--- src/rtl/vga_pkg.sv ---
// rtl/vga_pkg.sv - default 640x480@60 VGA timing constants and counter width
package vga_pkg;

    localparam int CNT_W = 10;
    localparam int MAX_TOTAL = 1 << CNT_W;

    localparam int DEF_H_VISIBLE = 640;
    localparam int DEF_H_FP      = 16;
    localparam int DEF_H_SYNC    = 96;
    localparam int DEF_H_BP      = 48;
    localparam int DEF_V_VISIBLE = 480;
    localparam int DEF_V_FP      = 10;
    localparam int DEF_V_SYNC    = 2;
    localparam int DEF_V_BP      = 33;

    localparam int DEF_H_TOTAL = DEF_H_VISIBLE + DEF_H_FP + DEF_H_SYNC + DEF_H_BP;
    localparam int DEF_V_TOTAL = DEF_V_VISIBLE + DEF_V_FP + DEF_V_SYNC + DEF_V_BP;

    // Sync windows are half-open: [START, END)
    localparam int DEF_HS_START = DEF_H_VISIBLE + DEF_H_FP;
    localparam int DEF_HS_END   = DEF_HS_START + DEF_H_SYNC;
    localparam int DEF_VS_START = DEF_V_VISIBLE + DEF_V_FP;
    localparam int DEF_VS_END   = DEF_VS_START + DEF_V_SYNC;

endpackage

--- src/rtl/clk_en_div.sv ---
// rtl/clk_en_div.sv - divides clk into a registered one-cycle enable every CLK_DIV cycles
module clk_en_div #(
    parameter int CLK_DIV = 2
) (
    input  logic clk,
    input  logic rst,
    output logic en_out
);

    localparam int DW = (CLK_DIV > 1) ? $clog2(CLK_DIV) : 1;
    localparam logic [DW-1:0] LAST = DW'(CLK_DIV - 1);

    logic [DW-1:0] div_cnt;

    // en_out rises on the CLK_DIV-th edge after reset; CLK_DIV=1 keeps it high
    always_ff @(posedge clk or posedge rst) begin
        if (rst) begin
            div_cnt <= '0;
            en_out  <= 1'b0;
        end else begin
            en_out  <= (div_cnt == LAST);
            div_cnt <= (div_cnt == LAST) ? '0 : div_cnt + DW'(1);
        end
    end

endmodule

--- src/rtl/vga_timing_gen.sv ---
// rtl/vga_timing_gen.sv - VGA raster counters, sync/video decode with delay line, frame strobe
module vga_timing_gen
    import vga_pkg::*;
#(
    parameter int CLK_DIV   = 2,
    parameter int H_VISIBLE = DEF_H_VISIBLE,
    parameter int H_FP      = DEF_H_FP,
    parameter int H_SYNC    = DEF_H_SYNC,
    parameter int H_BP      = DEF_H_BP,
    parameter int V_VISIBLE = DEF_V_VISIBLE,
    parameter int V_FP      = DEF_V_FP,
    parameter int V_SYNC    = DEF_V_SYNC,
    parameter int V_BP      = DEF_V_BP,
    parameter bit HS_POL    = 1'b0,
    parameter bit VS_POL    = 1'b0,
    parameter int PIPE_DLY  = 1
) (
    input  logic             clk,
    input  logic             rst,
    output logic             pix_en,
    output logic [CNT_W-1:0] xCount,
    output logic [CNT_W-1:0] yCount,
    output logic             hsync,
    output logic             vsync,
    output logic             video_on,
    output logic             update,
    output logic [7:0]       frame_cnt
);

    localparam int H_TOTAL = H_VISIBLE + H_FP + H_SYNC + H_BP;
    localparam int V_TOTAL = V_VISIBLE + V_FP + V_SYNC + V_BP;

    if (H_TOTAL > MAX_TOTAL || V_TOTAL > MAX_TOTAL) begin : g_bad_total
        $error("vga_timing_gen: H_TOTAL/V_TOTAL exceed counter range");
    end
    if (CLK_DIV < 1) begin : g_bad_div
        $error("vga_timing_gen: CLK_DIV must be at least 1");
    end
    if (PIPE_DLY < 0 || PIPE_DLY > 4) begin : g_bad_dly
        $error("vga_timing_gen: PIPE_DLY must be 0..4");
    end

    localparam logic [CNT_W-1:0] X_LAST  = CNT_W'(H_TOTAL - 1);
    localparam logic [CNT_W-1:0] Y_LAST  = CNT_W'(V_TOTAL - 1);
    localparam logic [CNT_W-1:0] Y_UPD   = CNT_W'(V_VISIBLE - 1);
    // One extra bit so window ends equal to 1024 still compare correctly
    localparam logic [CNT_W:0]   H_VIS   = (CNT_W+1)'(H_VISIBLE);
    localparam logic [CNT_W:0]   V_VIS   = (CNT_W+1)'(V_VISIBLE);
    localparam logic [CNT_W:0]   HS_BEG  = (CNT_W+1)'(H_VISIBLE + H_FP);
    localparam logic [CNT_W:0]   HS_END  = (CNT_W+1)'(H_VISIBLE + H_FP + H_SYNC);
    localparam logic [CNT_W:0]   VS_BEG  = (CNT_W+1)'(V_VISIBLE + V_FP);
    localparam logic [CNT_W:0]   VS_END  = (CNT_W+1)'(V_VISIBLE + V_FP + V_SYNC);

    clk_en_div #(.CLK_DIV(CLK_DIV)) u_div (
        .clk    (clk),
        .rst    (rst),
        .en_out (pix_en)
    );

    always_ff @(posedge clk or posedge rst) begin
        if (rst) begin
            xCount    <= '0;
            yCount    <= '0;
            update    <= 1'b0;
            frame_cnt <= '0;
        end else begin
            update <= 1'b0;
            if (pix_en) begin
                if (xCount == X_LAST) begin
                    xCount <= '0;
                    yCount <= (yCount == Y_LAST) ? '0 : yCount + CNT_W'(1);
                    // Fires as the raster enters vertical blanking
                    if (yCount == Y_UPD) begin
                        update    <= 1'b1;
                        frame_cnt <= frame_cnt + 8'd1;
                    end
                end else begin
                    xCount <= xCount + CNT_W'(1);
                end
            end
        end
    end

    logic [CNT_W:0] xw;
    logic [CNT_W:0] yw;
    logic           hs_raw;
    logic           vs_raw;
    logic           vo_raw;
    logic           hs_act;
    logic           vs_act;
    logic           vo_act;

    assign xw     = {1'b0, xCount};
    assign yw     = {1'b0, yCount};
    assign hs_raw = (xw >= HS_BEG) && (xw < HS_END);
    assign vs_raw = (yw >= VS_BEG) && (yw < VS_END);
    assign vo_raw = (xw < H_VIS) && (yw < V_VIS);

    if (PIPE_DLY == 0) begin : g_nodly
        assign hs_act = hs_raw;
        assign vs_act = vs_raw;
        assign vo_act = vo_raw;
    end else begin : g_dly
        logic [PIPE_DLY-1:0] hs_sr;
        logic [PIPE_DLY-1:0] vs_sr;
        logic [PIPE_DLY-1:0] vo_sr;

        // Shifts every clk so the lag is PIPE_DLY clks regardless of CLK_DIV
        always_ff @(posedge clk or posedge rst) begin
            if (rst) begin
                hs_sr <= '0;
                vs_sr <= '0;
                vo_sr <= '0;
            end else begin
                hs_sr[0] <= hs_raw;
                vs_sr[0] <= vs_raw;
                vo_sr[0] <= vo_raw;
                for (int i = 1; i < PIPE_DLY; i++) begin
                    hs_sr[i] <= hs_sr[i-1];
                    vs_sr[i] <= vs_sr[i-1];
                    vo_sr[i] <= vo_sr[i-1];
                end
            end
        end

        assign hs_act = hs_sr[PIPE_DLY-1];
        assign vs_act = vs_sr[PIPE_DLY-1];
        assign vo_act = vo_sr[PIPE_DLY-1];
    end

    assign hsync    = HS_POL ? hs_act : ~hs_act;
    assign vsync    = VS_POL ? vs_act : ~vs_act;
    assign video_on = vo_act;

endmodule

--- config.mk ---
export PLATFORM = sky130hd
export DESIGN_NAME = vga_timing_gen
export DESIGN_NICKNAME = d
export VERILOG_FILES = /design/src/rtl/vga_pkg.sv /design/src/rtl/clk_en_div.sv /design/src/rtl/vga_timing_gen.sv
export SDC_FILE = /design/constraint.sdc
export NUM_CORES = 1
export LEC_CHECK = 0
export ABC_AREA = 1
export BUFFER_PORTS_ARGS = -buffer_cell sky130_fd_sc_hd__buf_2
export CAP_MARGIN = 25
export CORE_UTILIZATION = 55
export DETAILED_ROUTE_END_ITERATION = 10
export GPL_ROUTABILITY_DRIVEN = 0
export GPL_TIMING_DRIVEN = 0
export PLACE_DENSITY = 0.88
export SLEW_MARGIN = 0
export SYNTH_ARGS = -nofsm -noshare
export SYNTH_HDL_FRONTEND = slang
export SYNTH_HIERARCHICAL = 1
export SYNTH_SLANG_ARGS = --single-unit
export TNS_END_PERCENT = 100
--- constraint.sdc ---
create_clock -name clk -period 1.9 [get_ports clk]
set_input_delay 0.095 -clock clk [delete_from_list [all_inputs] [get_ports clk]]
set_output_delay 0.095 -clock clk [all_outputs]
set_load 0.005 [all_outputs]
Word level (Yosys, flattened, before mapping)
Cells that the tools add are included.
{"block": "totals", "ff_bits": 34, "input_bits": 2, "output_inout_bits": 33}
{"block": "classes", "add_sub_neg": 4, "order_cmp": 6, "n_eq_ne": 3, "muxes": 6, "bitwise_logic": 2, "reduce_logical": 5}
{"cell": "10-bit by 1-bit adder with 10-bit output, second input constant", "count": 2}
{"cell": "10-bit equality test, second input constant", "count": 2}
{"cell": "10-bit < comparator, second input constant", "count": 2}
{"cell": "10-bit by 9-bit < comparator with 1-bit output, second input constant", "count": 2}
{"cell": "10-bit 2-to-1 mux", "count": 2}
{"cell": "10-bit by 9-bit equality test with 1-bit output, second input constant", "count": 1}
{"cell": "10-bit >= comparator, second input constant", "count": 1}
{"cell": "10-bit by 9-bit >= comparator with 1-bit output, second input constant", "count": 1}
{"cell": "8-bit by 1-bit adder with 8-bit output, second input constant", "count": 1}
{"cell": "1-bit 2-to-1 mux", "count": 4}
{"cell": "1-bit logical AND", "count": 3}
{"cell": "3-bit AND reduction", "count": 1}
{"cell": "1-bit NOT", "count": 2}
{"cell": "2-bit AND reduction", "count": 1}
{"cell": "1-bit adder, second input constant", "count": 1}

Longest topological paths before layout
{"block": "depth", "word_depth": 4, "ltp_mapped": 9}

Cells and area by module
Netlist, hierarchy kept.
{"mod": "vga_timing_gen", "n_inst": 1, "cells_each": 229, "area_per_inst_um2": 1809.2, "seq_area_each_um2": 800.8}
{"mod": "clk_en_div", "n_inst": 1, "cells_each": 4, "area_per_inst_um2": 57.6, "seq_area_each_um2": 50.0}

Least setup slack after synthesis
No wires, ideal clock.
{"block": "synth_timing", "kind": "reg-to-reg", "from": "register yCount[1]", "to": "register frame_cnt[4]", "t_arrival_ps": 1260, "setup_slack_ps": 524, "path_stages_with_launch": 9, "period_less_slack_ps": 1376, "path_cell_list": "dfrtp_1 ha_1 inv_1 nor2_1 nand3_1 inv_1 nand2_2 nand2_1 nand2_1"}
{"block": "synth_via", "elab_chain_cells": 2}
{"element": "start: declaration", "line_no": "vga_timing_gen.sv:22", "text": "output logic [CNT_W-1:0] yCount,"}
{"element": "start signal: assignment", "line_no": "vga_timing_gen.sv:71", "text": "yCount <= (yCount == Y_LAST) ? '0 : yCount + CNT_W'(1);"}
{"element": "10-bit by 9-bit equality test with 1-bit output", "line_no": "vga_timing_gen.sv:73", "text": "if (yCount == Y_UPD) begin"}
{"element": "3-bit AND reduction (no source line)"}
{"element": "end signal: assignment", "line_no": "vga_timing_gen.sv:75", "text": "frame_cnt <= frame_cnt + 8'd1;"}
{"element": "end: declaration", "line_no": "vga_timing_gen.sv:27", "text": "output logic [7:0] frame_cnt"}
No other way between the ends.
A chain may end at the register's enable or synchronous reset.

Final worst setup path
{"block": "layout_timing", "from": "register yCount[1]", "to": "register frame_cnt[0]"}
Same word-level chain as after synthesis.

==> key figures <==
Worst setup path
  – Crit Path Class: flip-flop to flip-flop
  – CP endpoint kind: flip-flop
  – Crit-path max cell delay: 0.45 ns
  – Reg2Reg Launch Point: yCount[1]
  – Worst-path fanout max: 8
  – Critical path arrival: 1.83 ns
  – Cell Chain, Critical Path: ha_1 > inv_1 > nor2_1 > nand3_1 > inv_1 > nand2_2 > nand2_1 > nand2_1
  – CP delay by family, top: simple AND/OR/NAND/NOR gates
  – Start point of the critical path: yCount[1]
  – Crit path max-delay cell type: dfrtp_1
  – CP bufs+invs: 2
  – CP Launch Type: flip-flop
  – CP required: 2.14 ns

Clock tree
  – Post-CTS setup buffers: 0
  – H-tree depth: 2
  – Reg clk slew, reported paths: 0.10 ns
  – Hold buffer count at cts: 1
  – Worst-Skew Late Latency: 0.34 ns
  – Cts repair resizes: 0
  – CTS Sinks: 34
  – CTS buffer count: 5
  – CTS tree: yes
  – Maximum root-to-sink buffer count: 2
  – Clock root buffer: clkbuf_4

Place
  – Placed Instances: 312
  – HPWL after DPL: 2722 um
  – Area of placed instances: 2120 um^2
  – I/O Buffers: 34

Synthesis
  – Synth cell types: 27
  – Share of the synthesized area in the top cell type: 0.4558
  – Most common cell in the netlist: nand2_1
  – Main synth FF type: dfrtp_1
  – Mapped cell area: 1867 um^2
  – Yosys Warn Count: 6
  – Cell count after synthesis: 233
  – Asr flop ratio synth: 1.000
  – Post-synth top area cell: dfrtp_1
  – Post-synth top cells: nand2_1 (57), inv_1 (35), dfrtp_1 (34)
  – Post-synthesis sequential area ratio: 0.4558
  – Post-synth EDFFs: 0
  – Syn nets: 241
  – Largest cells by area after synthesis: dfrtp_1 (46%), nand2_1 (11%), inv_1 (7.0%), nand3_1 (6.4%), nor2_1 (4.2%)
  – Syn_area_per_cell: 8.012 um^2
  – Register bit count reported by yosys: 34

Finish
  – Synth-to-layout area growth: 16.62%
  – Filler cells: 260
  – Final Non-Filler Cells: 320
  – Fin area: 2177 um^2
  – Nets@finish: 284
  – Ratio of cells with drive above 1 in the final layout: 0.2101
  – Multi-input gate area: 864.6 um^2
  – Fin util: 0.6960
  – Inserted Diodes: 0
  – Register area: 850.8 um^2

Global route
  – Total track usage: 0.2270
  – Largest net degree at the start of global routing: 21
  – Met2 usage: 0.3658
  – Number of global-route vias before repair: 1412
  – Met3 usage: 0.06926
  – GRT busiest layer: met2
  – Grt total ovfl: 0
  – Met1 Use GR: 0.2839
  – First-pass GRT wire length: 5975 um
  – Antenna violations before repair: 0

Detailed routing
  – Routed Antenna Nets: 0
  – Routed wire length: 3622 um
  – DR WL/cell: 11.32 um
  – Drt first pass iters: 4
  – Routed vias/inst: 5.150
  – Routed vias: 1648
  – DRT iter0 DRCs: 55
  – # DRC: 0

Die
  – Die width: 60.26 um
  – Initial Util: 0.5968
  – Core Area: 3128 um^2
  – IO Pins: 35
  – Die Ht: 60.26 um
  – Full die area: 3631 um^2
  – Cell row count: 20

Timing
  – Fmax: 629.6 MHz
  – Worst-margin pin slew: 0.5804 ns
  – Relative slew slack: 0.6126
  – RSZ-0062 raised after global routing: false
  – Final period utilization: 0.8360
  – Hold slack: 0.1369 ns
  – Endpoints failing hold: 0
  – Setup violations, final: 0
  – Skew final: 0.009759 ns
  – Period minus WS final: 1.588 ns
  – Final Max Tran Viols: 0
  – Setup Total Neg Slack: 0 ns

Min path
  – Worst Hold Class: input port to asynchronous set/reset pin

Outcome
  – Status: completed

Run
  – Max-capacitance violation count: 0

Power and ir drop
  – Peak VDD IR: 0.4967 mV
  – Leakage: 1.121 nW
  – Cell Pwr Density: 510.1 nW/um^2
## layer usage
metal | part of all wire | up-vias
li1 | - | 829
met1 | 0.45 | 760
met2 | 0.47 | 51
met3 | 0.054 | 8
met4 | 0.018 | 0
met5 | 0 | -
## final cells by class
class | count | share of cell area
Sequential cell | 34 | 0.3908
Inverter | 36 | 0.06207
Multi-Input combinational cell | 161 | 0.3971
Tap cell | 44 | 0.02529
Clock buffer | 5 | 0.01724
Clock inverter | 2 | 0.004598
Timing Repair Buffer | 36 | 0.09540
Buffer | 2 | 0.007471
## where the power goes
part / internal [mW] / leakage, nW / total (mW) / switching, mW
clock network: 0.133 / 0.0308 / 0.365 / 0.232
registers: 0.723 / 0.456 / 0.723 / 0
logic: 0.00804 / 0.634 / 0.0226 / 0.0146
## sequential cells by signal (all words and copies together), names as in the netlist
name / count
u_div/div_cnt: 1
xCount: 10
g_dly.hs_sr: 1
update: 1
u_div/en_out: 1
g_dly.vs_sr: 1
frame_cnt: 8
video_on: 1
yCount: 10
## cell families (layout without fill, tap and decap cells)
logic type,Yosys count,count (layout),share of synthesized area
and+or+nand+nor,126,126,0.3211
buffers and inverters,38,81,0.08110
AOI/OAI and AO/OA,19,19,0.05496
adders and majority gates,6,6,0.04021
DFF,34,34,0.4558
xor gates and xnor gates,10,10,0.04692
## stage by stage
| stage | setup slack, ns | total power, mW |
|---|---|---|
| 2_1_floorplan | 0.5240 | 0.7482 |
| 3_5_place_dp | 0.3590 | 0.7597 |
| 3_3_place_gp | 0.3903 | 0.7527 |
| 4_1_cts | 0.3378 | 1.121 |
| 5_1_grt | 0.1689 | 1.149 |
| 6_report | 0.3117 | 1.111 |
## cell usage in the layout, fill, tap and decap left out, drive strengths merged
cell / Yosys / final
nand2: 59 / 59
clkinv: 0 / 2
nor3b: 1 / 1
a21oi: 1 / 1
nand4: 9 / 9
a211oi: 1 / 1
dfrtp: 34 / 34
or2: 1 / 1
a31o: 1 / 1
clkbuf: 0 / 5
nor3: 5 / 5
nor2: 27 / 27
xnor2: 3 / 3
a31oi: 1 / 1
nand3: 24 / 24
dlygate4sd3: 0 / 1
buf: 2 / 37
inv: 36 / 36
xor2: 7 / 7
o21ai: 15 / 15
ha: 6 / 6
## worst paths after layout
path	endpoint	slack (ns)	cells past startpoint
min in group clk	u_div/en_out	0.39	0
min reg2reg	u_div/en_out	0.39	0
min	u_div/en_out	0.14	3
max	frame_cnt[0]	0.31	8
max in group asynchronous	xCount[0]	1.06	4
max reg2reg	frame_cnt[0]	0.31	8
## tightest hold or removal path: cells and delay by family
family / cells / cell delay [ns]
buf+inv: 3 / 0.71
Note: power is estimated with default switching activity, not from simulation.
